==> src/rtl/reg_write_bank_pkg.sv <==
// cpu_rf_pkg: shared register-file constants and slice helper
package cpu_rf_pkg;
  localparam int DATA_W = 32;
  localparam int ADDR_W = 5;
  localparam int NREG = 2 ** ADDR_W;
  localparam int NBYTE = DATA_W / 8;
  localparam int CNT_W = 16;
  localparam int REG_ZERO = 0;
  function automatic int slice_lo(input int n);
    return n * DATA_W;
  endfunction
endpackage

==> src/rtl/reg_write_bank_if.sv <==
// reg_write_bank_if: write-back, issue and register-file status signals
interface reg_write_bank_if;
  import cpu_rf_pkg::*;
  logic WE;
  logic [ADDR_W-1:0] WA;
  logic [DATA_W-1:0] WD;
  logic [NBYTE-1:0] WBE;
  logic ISSUE;
  logic [ADDR_W-1:0] ISSUE_A;
  logic [NREG*DATA_W-1:0] Q_ALL;
  logic [NREG-1:0] BUSY;
  logic WACK;
  logic [CNT_W-1:0] WCNT;
  modport master (output WE, WA, WD, WBE, ISSUE, ISSUE_A, input Q_ALL, BUSY, WACK, WCNT);
  modport slave (input WE, WA, WD, WBE, ISSUE, ISSUE_A, output Q_ALL, BUSY, WACK, WCNT);
endinterface

==> src/rtl/reg_write_bank_wdec.sv <==
// rf_wdec: enabled one-hot register address decoder
module rf_wdec
  import cpu_rf_pkg::*;
(
  input  logic en,
  input  logic [ADDR_W-1:0] addr,
  output logic [NREG-1:0] sel
);
  assign sel = en ? NREG'(1) << addr : '0;
endmodule

==> src/rtl/reg_write_bank.sv <==
// reg_write_bank: register-file write side with byte enables and pending-write scoreboard
module reg_write_bank
  import cpu_rf_pkg::*;
(
  input logic CLK,
  input logic RST,
  reg_write_bank_if.slave bus
);
  logic [NREG-1:0] wsel, isel, busy, busy_nxt;
  logic [DATA_W-1:0] bmask;
  logic wack;
  logic [CNT_W-1:0] wcnt;
  rf_wdec u_wdec (.en(bus.WE), .addr(bus.WA), .sel(wsel));
  rf_wdec u_idec (.en(bus.ISSUE), .addr(bus.ISSUE_A), .sel(isel));
  for (genvar b = 0; b < NBYTE; b++) begin : g_mask
    assign bmask[8*b +: 8] = {8{bus.WBE[b]}};
  end
  for (genvar g = 0; g < NREG; g++) begin : g_reg
    if (g == REG_ZERO) begin : g_zero
      assign bus.Q_ALL[slice_lo(g) +: DATA_W] = '0;
    end else begin : g_store
      logic [DATA_W-1:0] r;
      always_ff @(posedge CLK or posedge RST)
        if (RST) r <= '0;
        else if (wsel[g]) r <= (r & ~bmask) | (bus.WD & bmask);
      assign bus.Q_ALL[slice_lo(g) +: DATA_W] = r;
    end
  end
  // a new producer issued on the same edge outranks the retiring write
  assign busy_nxt = ((busy & ~wsel) | isel) & ~(NREG'(1) << REG_ZERO);
  always_ff @(posedge CLK or posedge RST)
    if (RST) begin
      busy <= '0;
      wack <= 1'b0;
      wcnt <= '0;
    end else begin
      busy <= busy_nxt;
      wack <= bus.WE;
      wcnt <= bus.WE ? wcnt + 1'b1 : wcnt;
    end
  assign bus.BUSY = busy;
  assign bus.WACK = wack;
  assign bus.WCNT = wcnt;
endmodule

==> src/flat_wrapper.sv <==
// flat-port wrapper written by rule: the top's interface ports become plain ports
module reg_write_bank_flat import cpu_rf_pkg::*;
  (CLK, RST, bus_WE, bus_WA, bus_WD, bus_WBE, bus_ISSUE, bus_ISSUE_A, bus_Q_ALL, bus_BUSY, bus_WACK, bus_WCNT);
  reg_write_bank_if bus_i ();
  input logic CLK;
  input logic RST;
  input wire logic [$bits(bus_i.WE)-1:0] bus_WE;
  input wire logic [$bits(bus_i.WA)-1:0] bus_WA;
  input wire logic [$bits(bus_i.WD)-1:0] bus_WD;
  input wire logic [$bits(bus_i.WBE)-1:0] bus_WBE;
  input wire logic [$bits(bus_i.ISSUE)-1:0] bus_ISSUE;
  input wire logic [$bits(bus_i.ISSUE_A)-1:0] bus_ISSUE_A;
  output wire logic [$bits(bus_i.Q_ALL)-1:0] bus_Q_ALL;
  output wire logic [$bits(bus_i.BUSY)-1:0] bus_BUSY;
  output wire logic [$bits(bus_i.WACK)-1:0] bus_WACK;
  output wire logic [$bits(bus_i.WCNT)-1:0] bus_WCNT;
  assign bus_i.WE = bus_WE;
  assign bus_i.WA = bus_WA;
  assign bus_i.WD = bus_WD;
  assign bus_i.WBE = bus_WBE;
  assign bus_i.ISSUE = bus_ISSUE;
  assign bus_i.ISSUE_A = bus_ISSUE_A;
  assign bus_Q_ALL = bus_i.Q_ALL;
  assign bus_BUSY = bus_i.BUSY;
  assign bus_WACK = bus_i.WACK;
  assign bus_WCNT = bus_i.WCNT;
  reg_write_bank u_core (.CLK(CLK), .RST(RST), .bus(bus_i));
endmodule
==> config.mk <==
export PLATFORM = sky130hd
export DESIGN_NAME = reg_write_bank_flat
export DESIGN_NICKNAME = d
export VERILOG_FILES = /design/src/rtl/reg_write_bank_pkg.sv /design/src/rtl/reg_write_bank_if.sv /design/src/rtl/reg_write_bank_wdec.sv /design/src/rtl/reg_write_bank.sv /design/src/flat_wrapper.sv
export SDC_FILE = /design/constraint.sdc
export NUM_CORES = 2
export LEC_CHECK = 0
export CORE_AREA = 2 2 440 442
export DETAILED_ROUTE_END_ITERATION = 8
export DIE_AREA = 0 0 442 444
export PLACE_DENSITY = 0.51
export SKIP_LAST_GASP = 1
export SLEW_MARGIN = 15
export SYNTH_ARGS = -nofsm -noshare
export SYNTH_HDL_FRONTEND = slang
export SYNTH_SLANG_ARGS = --single-unit
==> constraint.sdc <==
create_clock -name CLK -period 49.8 [get_ports CLK]
set_clock_uncertainty 0.15 [all_clocks]
set_input_delay 9.96 -clock CLK [delete_from_list [all_inputs] [get_ports CLK]]
set_output_delay 9.96 -clock CLK [all_outputs]
set_load 0.05 [all_outputs]
**After elaboration in Yosys (flattened, before gate mapping)**

Cells that the tools add are included.

- Register bits: 1040
- Input port bits: 50
- Output and inout port bits: 1073
- Logic and storage cells: 106

- Add/subtract/negate cells: 1
- Shift operators: 2
- Multiplexer cells: 2
- Bitwise logic cells: 67

Operator list:

| operator | number |
|---|---|
| $and A32 B32 Y32 | 33 |
| $or A32 B32 Y32 | 32 |
| $mux W32 | 2 |
| $not A32 Y32 | 2 |
| $shl A1 B5 Y32 const A | 2 |
| $add A16 B1 Y16 const B | 1 |

**Logic depth before layout (Yosys ltp)**

- Depth in word-level cells: 5
- Mapped depth: 7

**Modules after synthesis**

From an unflattened synthesis, not the netlist that was laid out.

- Cell total of the unflattened synthesis: 2532
- Area, all modules: 39594.2 sq um

By module, submodules not included:

| module | instances | cells an instance | area each (sq um) | seq. area each (sq um) |
|---|---|---|---|---|
| reg_write_bank | 1 | 2438 | 39126.3 | 26025.0 |
| rf_wdec | 2 | 47 | 234.0 | 0.0 |

**Worst setup path after synthesis**

Ideal clock, no wire load.

- Path type: input -> register
- Start point: input bus_WA[1]
- End point: register (tool-made name)
- Arrival: 11395 ps
- Data required time: 49525 ps
- Setup slack: 38131 ps
- Stages on the path: 7
- Buffers on the path: 3
- Path through: buf_2 nor2b_1 clkbuf_1 nand3_2 buf_6 nor2_8 mux2_2

RTL lines:

| element | RTL line | RTL |
|---|---|---|
| from (decl) | flat_wrapper.sv:8 | `input wire logic [$bits(bus_i.WA)-1:0] bus_WA;` |

==> results.md <==
* WL/cell at 26.7 um
* H-tree lvl count at 3
* Commonest non-fill, non-tap cell in the layout: clkdlybuf4s50_1
* Pwr Total at 2790 uW
* Number of global-route vias before repair at 26,800
* CORE AREA at 192,000 sq um
* Outcome: complete, no violations
* Setup TNS at 0 ps
* DRT Pass-1 Iters at 5
* Post-cts repair resize count at 0
* Clk_lat worst skew at 750 ps
* Yosys Warn Count at 0
* Crit. End Element: async pin
* # rows at 161
* Req. time, crit path at 50,380 ps
* Fin nets at 3,651
* Synth top area share at 65.4%
* Drt drc at 0
* Final Hold Vio Count at 0
* Yosys top cell by area: dfrtp_1
* Clock transition at path regs at 60 ps
* Most frequent cells in the layout: clkdlybuf4s50_1, dfrtp_1, mux2_2
* Setup crit start kind: input port
* Die ar. at 196,000 sq um
* Clock Root Buffer: clkbuf_16
* RSZ-0062 raised after global routing: false
* FF+latch count, synth at 1,040
* Min Tclk post-route at 12,820 ps
* Post-layout util at 29.9%
* Port buffer count at 1,089
* Num CTS Buffers at 118
* Layout cells sized above 1 at 36.5%
* Max Cap Viol at 0
* Post-Syn Instances at 2,475
* Total gr overflow at 0
* Die Height at 444 um
* CP arrival at 13,400 ps
* Post-CTS Setup Bufs at 0
* Worst Setup SP: RST
* Worst min path class: flip-flop to flip-flop
* # clock sinks at 1,040
* Slew Viols, Final at 0
* Worst-case clock buffer depth at 3
* Relative slew slack at 21.9%
* Worst VDD drop at 30.1 uV
* Initial antenna violation count at 13
* Post-synthesis cell type count at 32
* Detail Route Antenna Nets at 0
* GPL Wtd Cong at 0.771
* Post-CTS Hold Buffers at 0
* Kind of critical path: input port to async pin
* Tcrit/Tclk final at 25.7%
* Top-Level Pins at 1,123
* Post-Syn Area at 39,800 sq um
* Initial core utilization at 20.8%
* Layout overhead on the synthesized area at 44.2%
* Pwr dens at 48.6 nW/um^2
* Mapped Avg Cell Area at 16.1 sq um
* CP Max Fanout at 86
* Sequential area share after synthesis at 65.4%
* Leak Pwr at 0.0254 uW
* Final wirelength at 167 mm
* Reg-to-Reg Start: u_core.bus.WCNT[2]
* Final count of negative-setup-slack endpoints at 0
* CTS tree: built
* Initial DRC Count at 1,227
* Post-DP HPWL at 119 mm
* Synth area leaders: dfrtp_1, mux2_2, nor2_2
* F_max at 78.0 MHz
* First-pass GRT wire length at 227 mm
* Vias per cell at 4.12
* Gr usage total at 16.5%
* Die width at 442 um
* Least-Margin Pin Slew at 1170 ps
* Via count at 25,700
* Largest net degree at the start of global routing at 157
* Fin Hold WS at 334 ps
cells by family after synthesis:
logic type | count (synthesis) | share of synthesized area (%)
compound gates | 62 | 0.780
xor+xnor | 15 | 0.330
fa+ha+maj | 1 | 0.0315
buf+inv | 152 | 1.88
flops | 1040 | 65.4
mux | 993 | 28.1
other cells | 1 | 0.00943
simple gates | 211 | 3.40
through the flow:
stage	std cells	setup slack (ps)	instance area, sq um
after global routing	6225	36510	57300
after detailed placement	6006	36040	53400
after CTS	6222	36910	57300
after global placement	6006	36030	53400
final	6229	36980	57300
after floorplan	2507	10420	39900
metal layers:
layer / share of wire, % / vias to the layer above / GRT usage [%]
met5: 0.014 / - / 0
met4: 3.6 / 4 / 6.18
met3: 5.8 / 226 / 4.32
met2: 52 / 789 / 29.5
met1: 39 / 13700 / 18.7
li1: - / 10900 / -
path summary, 6_finish.rpt:
check	slack, ps	cells after the start	end
max	36980	5	async pin
min	330	1	flip-flop
max reg2reg	48150	4	u_core.bus.WCNT[15]
min reg2reg	330	1	flip-flop
max in group CLK	37010	6	flip-flop
min in group asynchronous	9570	2	async pin
power by group:
group | total (uW) | switching [uW] | internal [uW]
combinational | 876 | 600 | 275
clock | 885 | 372 | 514
sequential | 1030 | 67.0 | 961
total | 2790 | 1040 | 1750
cells in the mapped netlist:
master    instances
and2_1            4
and3_1            1
buf_2             5
buf_4            39
buf_6             3
clkbuf_1        103
conb_1            1
dfrtp_1        1040
ha_1              1
inv_1             2
mux2_1           11
mux2_2          982
nand2_1          34
nand2_2          11
nand2_4           4
nand2b_1         12
nand3_1          10
nand3_2           4
nand4_1           7
nand4_2           1
nand4b_1          2
nor2_1           14
nor2_2           82
nor2_4            8
nor2_8            6
nor2b_1           6
nor3_1            2
o21ai_0          62
or2_0             1
or2_2             2
xnor2_1           9
xor2_1            6
cell type report:
type	instances	area (sq um)
diodes	7	17.5
clock buffers	173	3390
clock inverters	43	544
fillers	19400	134000
inverters	2	15.0
multi-input cells	1315	13100
flip-flops and latches	1040	26000
well taps	2526	3160
repair buffers	1123	11000
critical path: stages:
cell	delay (ps)
clkdlybuf4s50_1	490
inv_8	480
buf_4	640
buf_4	760
buf_4	870
Power figures use the tool's default switching activity.
